## config.mk

```make
export PLATFORM = sky130hd
export DESIGN_NAME = ureg_arbiter_flat
export DESIGN_NICKNAME = d
export VERILOG_FILES = /design/src/rtl/ureg_arbiter_if.sv /design/src/rtl/ureg_arbiter.sv /design/src/flat_wrapper.sv
export SDC_FILE = /design/constraint.sdc
export NUM_CORES = 1
export LEC_CHECK = 0
export BUFFER_PORTS_ARGS = -buffer_cell sky130_fd_sc_hd__buf_2
export CAP_MARGIN = 20
export CORE_MARGIN = 8
export CORE_UTILIZATION = 50
export CTS_CLUSTER_SIZE = 20
export DETAILED_ROUTE_END_ITERATION = 12
export PLACE_DENSITY_LB_ADDON = 0.2
export SLEW_MARGIN = 25
export SYNTH_ARGS = -nofsm -noshare
export SYNTH_HDL_FRONTEND = slang
export SYNTH_SLANG_ARGS = --single-unit
```

## constraint.sdc

```tcl
create_clock -name c -period 2.2 [get_ports c]
set_input_delay 0 -clock c [delete_from_list [all_inputs] [get_ports c]]
set_output_delay 0 -clock c [all_outputs]
set_load 0.005 [all_outputs]
```

## src/rtl/ureg_arbiter_if.sv

```systemverilog
// ----------------------------------------------------------------------------
// ureg_arbiter_if
// Purpose : bundles the two requester command/ack handshakes and the shared
//           universal-register control bus driven by ureg_arbiter.
// Signals : req0/op0/data0/cnt0 -> command from requester 0, ack0 <- completion
//           req1/op1/data1/cnt1 -> command from requester 1, ack1 <- completion
//           s1/s0/d             <- register mode select and load data
//           busy/owner          <- command in flight / granted requester index
// Modports: master = requester side (drives commands)
//           slave  = arbiter side (drives acks and the register bus)
// ----------------------------------------------------------------------------
interface ureg_arbiter_if #(
   parameter int CW = 3
);
   logic          req0;
   logic [1:0]    op0;
   logic [3:0]    data0;
   logic [CW-1:0] cnt0;
   logic          ack0;

   logic          req1;
   logic [1:0]    op1;
   logic [3:0]    data1;
   logic [CW-1:0] cnt1;
   logic          ack1;

   logic          s1;
   logic          s0;
   logic [3:0]    d;
   logic          busy;
   logic          owner;

   modport master (
      output req0, op0, data0, cnt0,
      output req1, op1, data1, cnt1,
      input  ack0, ack1, s1, s0, d, busy, owner
   );

   modport slave (
      input  req0, op0, data0, cnt0,
      input  req1, op1, data1, cnt1,
      output ack0, ack1, s1, s0, d, busy, owner
   );
endinterface

```

## src/rtl/ureg_arbiter.sv

```systemverilog
// ----------------------------------------------------------------------------
// ureg_arbiter
// Purpose : shares one 4-bit universal register between two requesters.
//           Each command (op, load data, repeat count) is granted round-robin,
//           its op is driven on s1/s0/d for cnt+1 cycles, then the owner gets
//           a one-cycle ack.
// Ports   : c    - clock, all state changes on the rising edge
//           rst  - synchronous active-high reset
//           bus  - ureg_arbiter_if.slave (req/op/data/cnt in, ack/s1/s0/d/
//                  busy/owner out, all outputs registered)
// Params  : CW   - repeat-count width; an op is applied 1..2^CW times
// Options : define UREG_ARBITER_CLEAR_ON_RESET_EN to insert a one-cycle INIT
//           state after reset that drives CLEAR so the register reads 0000
//           in the first IDLE cycle. Without it reset goes straight to IDLE
//           and the register keeps its contents.
// ----------------------------------------------------------------------------
module ureg_arbiter #(
   parameter int CW = 3
) (
   input  logic          c,
   input  logic          rst,
   ureg_arbiter_if.slave bus
);

   localparam logic [1:0] OP_HOLD = 2'b00;
   localparam logic [1:0] OP_LOAD = 2'b11;

   typedef enum logic [1:0] {
      ST_IDLE = 2'd0,
      ST_EXEC = 2'd1,
      ST_ACK  = 2'd2,
      ST_INIT = 2'd3
   } state_t;

   state_t        state_q;
   logic [CW-1:0] rem_q;     // EXEC edges still to go after the current one
   logic          owner_q;
   logic          last_q;    // last-served requester
   logic          s1_q;
   logic          s0_q;
   logic [3:0]    d_q;
   logic          busy_q;
   logic          ack0_q;
   logic          ack1_q;

   logic          owner_d;
   logic [1:0]    op_d;
   logic [3:0]    data_d;
   logic [CW-1:0] cnt_d;

   // Pick the winner and capture its command; data is forced to 0 unless LOAD.
   always_comb begin
      owner_d = 1'b0;
      op_d    = OP_HOLD;
      data_d  = 4'd0;
      cnt_d   = {CW{1'b0}};
      if (bus.req0 && bus.req1) begin
         // tie: the requester that was not served last goes first
         owner_d = ~last_q;
      end else begin
         owner_d = bus.req1;
      end
      if (owner_d) begin
         op_d  = bus.op1;
         cnt_d = bus.cnt1;
         if (bus.op1 == OP_LOAD) begin
            data_d = bus.data1;
         end else begin
            data_d = 4'd0;
         end
      end else begin
         op_d  = bus.op0;
         cnt_d = bus.cnt0;
         if (bus.op0 == OP_LOAD) begin
            data_d = bus.data0;
         end else begin
            data_d = 4'd0;
         end
      end
   end

   // Sequencer FSM; every output is a register updated alongside the state.
   always_ff @(posedge c) begin
      if (rst) begin
`ifdef UREG_ARBITER_CLEAR_ON_RESET_EN
         state_q <= ST_INIT;
         s1_q    <= 1'b1;
         busy_q  <= 1'b1;
`else
         state_q <= ST_IDLE;
         s1_q    <= 1'b0;
         busy_q  <= 1'b0;
`endif
         s0_q    <= 1'b0;
         d_q     <= 4'd0;
         ack0_q  <= 1'b0;
         ack1_q  <= 1'b0;
         owner_q <= 1'b0;
         last_q  <= 1'b1;
         rem_q   <= {CW{1'b0}};
      end else begin
         case (state_q)
            ST_IDLE: begin
               ack0_q <= 1'b0;
               ack1_q <= 1'b0;
               if (bus.req0 || bus.req1) begin
                  state_q <= ST_EXEC;
                  owner_q <= owner_d;
                  last_q  <= owner_d;
                  rem_q   <= cnt_d;
                  s1_q    <= op_d[1];
                  s0_q    <= op_d[0];
                  d_q     <= data_d;
                  busy_q  <= 1'b1;
               end else begin
                  state_q <= ST_IDLE;
                  s1_q    <= 1'b0;
                  s0_q    <= 1'b0;
                  d_q     <= 4'd0;
                  busy_q  <= 1'b0;
               end
            end
            ST_EXEC: begin
               if (rem_q == {CW{1'b0}}) begin
                  state_q <= ST_ACK;
                  s1_q    <= 1'b0;
                  s0_q    <= 1'b0;
                  d_q     <= 4'd0;
                  busy_q  <= 1'b1;
                  ack0_q  <= ~owner_q;
                  ack1_q  <= owner_q;
               end else begin
                  // decrement only when nonzero, so rem_q never wraps
                  rem_q   <= rem_q - CW'(1'b1);
               end
            end
            ST_ACK: begin
               state_q <= ST_IDLE;
               ack0_q  <= 1'b0;
               ack1_q  <= 1'b0;
               busy_q  <= 1'b0;
               s1_q    <= 1'b0;
               s0_q    <= 1'b0;
               d_q     <= 4'd0;
            end
            ST_INIT: begin
               // one CLEAR cycle is enough; requests wait for IDLE
               state_q <= ST_IDLE;
               s1_q    <= 1'b0;
               s0_q    <= 1'b0;
               d_q     <= 4'd0;
               busy_q  <= 1'b0;
               ack0_q  <= 1'b0;
               ack1_q  <= 1'b0;
            end
            default: begin
               state_q <= ST_IDLE;
               s1_q    <= 1'b0;
               s0_q    <= 1'b0;
               d_q     <= 4'd0;
               busy_q  <= 1'b0;
               ack0_q  <= 1'b0;
               ack1_q  <= 1'b0;
            end
         endcase
      end
   end

   assign bus.s1    = s1_q;
   assign bus.s0    = s0_q;
   assign bus.d     = d_q;
   assign bus.busy  = busy_q;
   assign bus.owner = owner_q;
   assign bus.ack0  = ack0_q;
   assign bus.ack1  = ack1_q;

endmodule

```

## src/flat_wrapper.sv

```systemverilog
// flat-port wrapper written by rule: the top's interface ports become plain ports
module ureg_arbiter_flat 
#(
   parameter int CW = 3
)
  (c, rst, bus_req0, bus_op0, bus_data0, bus_cnt0, bus_req1, bus_op1, bus_data1, bus_cnt1, bus_ack0, bus_ack1, bus_s1, bus_s0, bus_d, bus_busy, bus_owner);
  ureg_arbiter_if #(.CW(CW)) bus_i ();
  input  logic c;
  input  logic rst;
  input wire logic [$bits(bus_i.req0)-1:0] bus_req0;
  input wire logic [$bits(bus_i.op0)-1:0] bus_op0;
  input wire logic [$bits(bus_i.data0)-1:0] bus_data0;
  input wire logic [$bits(bus_i.cnt0)-1:0] bus_cnt0;
  input wire logic [$bits(bus_i.req1)-1:0] bus_req1;
  input wire logic [$bits(bus_i.op1)-1:0] bus_op1;
  input wire logic [$bits(bus_i.data1)-1:0] bus_data1;
  input wire logic [$bits(bus_i.cnt1)-1:0] bus_cnt1;
  output wire logic [$bits(bus_i.ack0)-1:0] bus_ack0;
  output wire logic [$bits(bus_i.ack1)-1:0] bus_ack1;
  output wire logic [$bits(bus_i.s1)-1:0] bus_s1;
  output wire logic [$bits(bus_i.s0)-1:0] bus_s0;
  output wire logic [$bits(bus_i.d)-1:0] bus_d;
  output wire logic [$bits(bus_i.busy)-1:0] bus_busy;
  output wire logic [$bits(bus_i.owner)-1:0] bus_owner;
  assign bus_i.req0 = bus_req0;
  assign bus_i.op0 = bus_op0;
  assign bus_i.data0 = bus_data0;
  assign bus_i.cnt0 = bus_cnt0;
  assign bus_i.req1 = bus_req1;
  assign bus_i.op1 = bus_op1;
  assign bus_i.data1 = bus_data1;
  assign bus_i.cnt1 = bus_cnt1;
  assign bus_ack0 = bus_i.ack0;
  assign bus_ack1 = bus_i.ack1;
  assign bus_s1 = bus_i.s1;
  assign bus_s0 = bus_i.s0;
  assign bus_d = bus_i.d;
  assign bus_busy = bus_i.busy;
  assign bus_owner = bus_i.owner;
  ureg_arbiter #(.CW(CW)) u_core (.c(c), .rst(rst), .bus(bus_i));
endmodule
```

==> metrics <==
status=finished, final reports clean; #FFs+latches synth=16; data arrival time of the worst path=between 1.5 and 2 ns; switching share of power=31.5%; CP Class=flop to flop; unrepaired setup endpoints after global routing=false; main combinational cell family by area after synthesis=compound AO/OA/AOI/OAI gates; Place WS=0.705 ns; Slew @ Worst Pin=about 0.55 ns; XOR/XNOR Fraction of Synth Area=around 1.1%; clk_lat worst skew=around 0.29 ns; Post-CTS Resized=0; Die Width=around 57 µm; worst-path cell chain=inv_1, ha_1, nor2b_1, nor2_2, a22o_2; Mapped Area=832 µm²; worst path buffer plus inverter count=1; Worst VDD drop=a little over 0.5 mV; slowest stage delay, CP=0.36 ns; Setup crit start kind=flop; layout cells sized above 1=35.8%; root buffer cell=clkbuf_4; Syn Inst Count=89; Post-Synth Adder-Cell Area=between 3 and 4%; FF-to-FF Start=u_core.rem_q[0]$_SDFFE_PP0P_; slowest cell on the critical path=nor2b_1; endpoints failing setup=0; Longest Clk Path Bufs=2; # port buffers=31; DR vias/cell=5.70; Routed Antenna Nets=0; Die Ht=56.8 µm; TritonCTS clock tree=done; Antenna diodes=0; Worst Hold Class=input pin to flop; Pint=roughly 0.54 mW; Clock Power Share=24.2%; Synth Area in Compound Gates=between 20% and 30%; Final Worst Setup Slack=roughly 0.65 ns; Slew headroom=roughly 63%; num rows=14; die area=approximately 0.0032 mm²; GRT Residual Overflow=0; critical path required time=~2.4 ns; crit path max fanout=6; gp weighted congestion=between 0.8 and 0.9; Gate power share=approximately 30%; final hold slack=0.00730 ns; dpl cells=133; maximum clock frequency=0.647 GHz; Finished Cell Area=0.00104 mm²; CTS sink count=16; io pins=32; clock skew=about 0.0043 ns; initial antenna violation count=0; Num CTS Buffers=3; largest net degree at the start of global routing=15; Synth top area share=just under 40%; Psw=approximately 0.25 mW; Pre-antenna DRT Iters=4; total core area=around 0.0015 mm²; multiplexer share of the synthesized area=between 7 and 8%; number of global-route vias before repair=around 860; Final Max Slew Viols=0; Post-Synth Simple-Gate Area=22.1%; syn_area_per_cell=9.35 µm²; r2r setup slk=0.65 ns; Synth area leaders=dfxtp_1 38%, mux2i_1 4.8%, a21oi_1 3.6%, a22o_1 3.2%, ha_1 3.0%; Filler Cells Inserted=between 100 and 150; Leak=between 0.4 and 0.5 nW; cells on worst reg2reg path=5; Starting Density=around 54%; fin cells=139; Final Critical Period=between 1.5 and 2 ns; Util after Layout=67.2%; Worst-path clk slew=~0.09 ns; Residual DRC=0; reg-to-reg endpoint=u_core.bus.d[3]$_SDFFE_PP0P_; PnR Total Power=a little under 0.8 mW; synth-to-layout area growth=24.5%; Crit. End Element=flop; placed inst area=just under 0.001 mm²; syn_nets=113; sequential fraction of design power=~45%; yosys warns=0; Global Route Usage Sum=a little over an eighth; Worst Hold Depth=3; DR iter-0 viols=21; htree depth=1; number of vias in the routed layout=between 700 and 800; final WL=about 2100 µm; Final nets=about 150; setup TNS=0 ns; Seq/Total Area, Yosys=roughly 38%; DP Wirelength=approximately 1700 µm; Yosys top cell by area=dfxtp_1; distinct cell type count after synthesis=34; hold_sp=bus_cnt0[2]; WL per Instance=15.3 µm; power per standard cell area=764 mW/mm²; max_cap viols=0; Hold Crit Endpoint=u_core.rem_q[2]$_SDFFE_PP0P_; CP top delay family=simple AND/OR/NAND/NOR gates; first-pass GRT wire length=3600 µm; Tcrit/Tclk final=between 70% and 80%; Final Hold Violating Endpoints=0
[state kept, by name (all words and copies together) (netlist names)]
name              count
u_core.bus.s0         1
u_core.rem_q          3
u_core.last_q         1
u_core.state_q        2
u_core.bus.busy       1
u_core.bus.owner      1
u_core.bus.s1         1
u_core.bus.ack0       1
u_core.bus.ack1       1
u_core.bus.d          4
[Yosys cell counts]
cell type,n
a21boi_4,1
a21oi_1,6
a22o_1,3
a22o_2,1
a22oi_1,2
a31oi_1,1
buf_6,2
clkbuf_2,1
dfxtp_1,16
ha_1,2
inv_1,3
mux2_2,1
mux2_4,1
mux2i_1,4
nand2_1,3
nand2b_1,3
nand2b_4,1
nand3_1,5
nand4_1,4
nor2_1,6
nor2_2,1
nor2_4,1
nor2b_1,2
nor2b_4,1
nor3_1,2
nor3b_1,1
o211ai_1,1
o21ai_0,5
o21ai_1,1
o22ai_1,2
o2bb2ai_1,2
o31ai_1,2
or2_2,1
xnor2_1,1
[final cells by class]
cell class	count	area, µm²	share of cell area, %
Inverter	3	11.3	1.09
Sequential cell	16	320	30.9
Timing Repair Buffer	33	175	16.9
Tap cell	16	20.0	1.93
Clock buffer	4	36.3	3.50
Multi-Input combinational cell	67	473	45.7
[metal layers]
| layer | vias up | part of all wire, % | track usage, % |
|---|---|---|---|
| li1 | 398 | - | - |
| met1 | 354 | 45 | 15.5 |
| met2 | 34 | 47 | 21.3 |
| met3 | 6 | 5.9 | 4.72 |
| met4 | 0 | 2.3 | 6.38 |
| met5 | - | 0 | 0 |
[cells in the final DEF, fill, tap and decap left out]
cell type      netlist  final
nor2b_4              1      1
a22o_2               1      1
nand2_1              3      3
nor2_4               1      1
inv_1                3      3
a21oi_1              6      6
mux2i_1              4      4
mux2_2               1      1
nand4_1              4      4
buf_2                0     31
a22oi_1              2      2
a31oi_1              1      1
nor2b_1              2      2
o31ai_1              2      2
mux2_4               1      1
nor3b_1              1      1
or2_2                1      1
clkbuf_4             0      3
clkbuf_8             0      1
a21boi_4             1      1
dlygate4sd3_1        0      2
o211ai_1             1      1
dfxtp_1             16     16
o21ai_0              5      5
nor2_2               1      1
ha_1                 2      2
a22o_1               3      3
o21ai_1              1      1
nand2b_1             3      3
nand2b_4             1      1
o22ai_1              2      2
nor3_1               2      2
nor2_1               6      6
o2bb2ai_1            2      2
xnor2_1              1      1
nand3_1              5      5
[cells by family after synthesis]
family,Yosys count
simple gates,31
compound gates,27
flops,16
buf+inv,6
mux,6
fa+ha+maj,2
xor+xnor,1
[power by group through the flow]
stage          clock network, mW  registers [mW]  logic, mW
2_1_floorplan                  0           0.352      0.185
3_3_place_gp                   0           0.362      0.232
3_5_place_dp                   0           0.363      0.238
4_1_cts                    0.197           0.357      0.242
5_1_grt                    0.210           0.363      0.273
6_report                   0.191           0.358      0.243
[timing repair]
action / in CTS / in global routing
setup endpoints to repair: 0 / 0
endpoints found under the hold margin: 4 / 0
buffers inserted: 0 / 0
hold buffers: 2 / 0
[tightest hold or removal path, stage by stage]
cell	delay [ns]
buf_2	0.08
mux2i_1	0.05
a21oi_1	0.13
[worst max-delay path by stage]
| stage | end | slack, ns | from | cells past startpoint |
|---|---|---|---|---|
| finish | u_core.bus.d[3]$_SDFFE_PP0P_ | 0.65 | u_core.rem_q[0]$_SDFFE_PP0P_ | 5 |
| global route | u_core.bus.d[3]$_SDFFE_PP0P_ | 0.55 | u_core.rem_q[0]$_SDFFE_PP0P_ | 5 |
| CTS | u_core.bus.d[3]$_SDFFE_PP0P_ | 0.68 | u_core.rem_q[0]$_SDFFE_PP0P_ | 5 |
| detailed placement | u_core.bus.d[3]$_SDFFE_PP0P_ | 0.70 | u_core.rem_q[0]$_SDFFE_PP0P_ | 5 |
| global placement | u_core.bus.d[3]$_SDFFE_PP0P_ | 0.76 | u_core.rem_q[0]$_SDFFE_PP0P_ | 5 |
| floorplan | u_core.rem_q[0]$_SDFFE_PP0P_ | 0.82 | u_core.rem_q[0]$_SDFFE_PP0P_ | 6 |
Power figures use the tool's default switching activity.
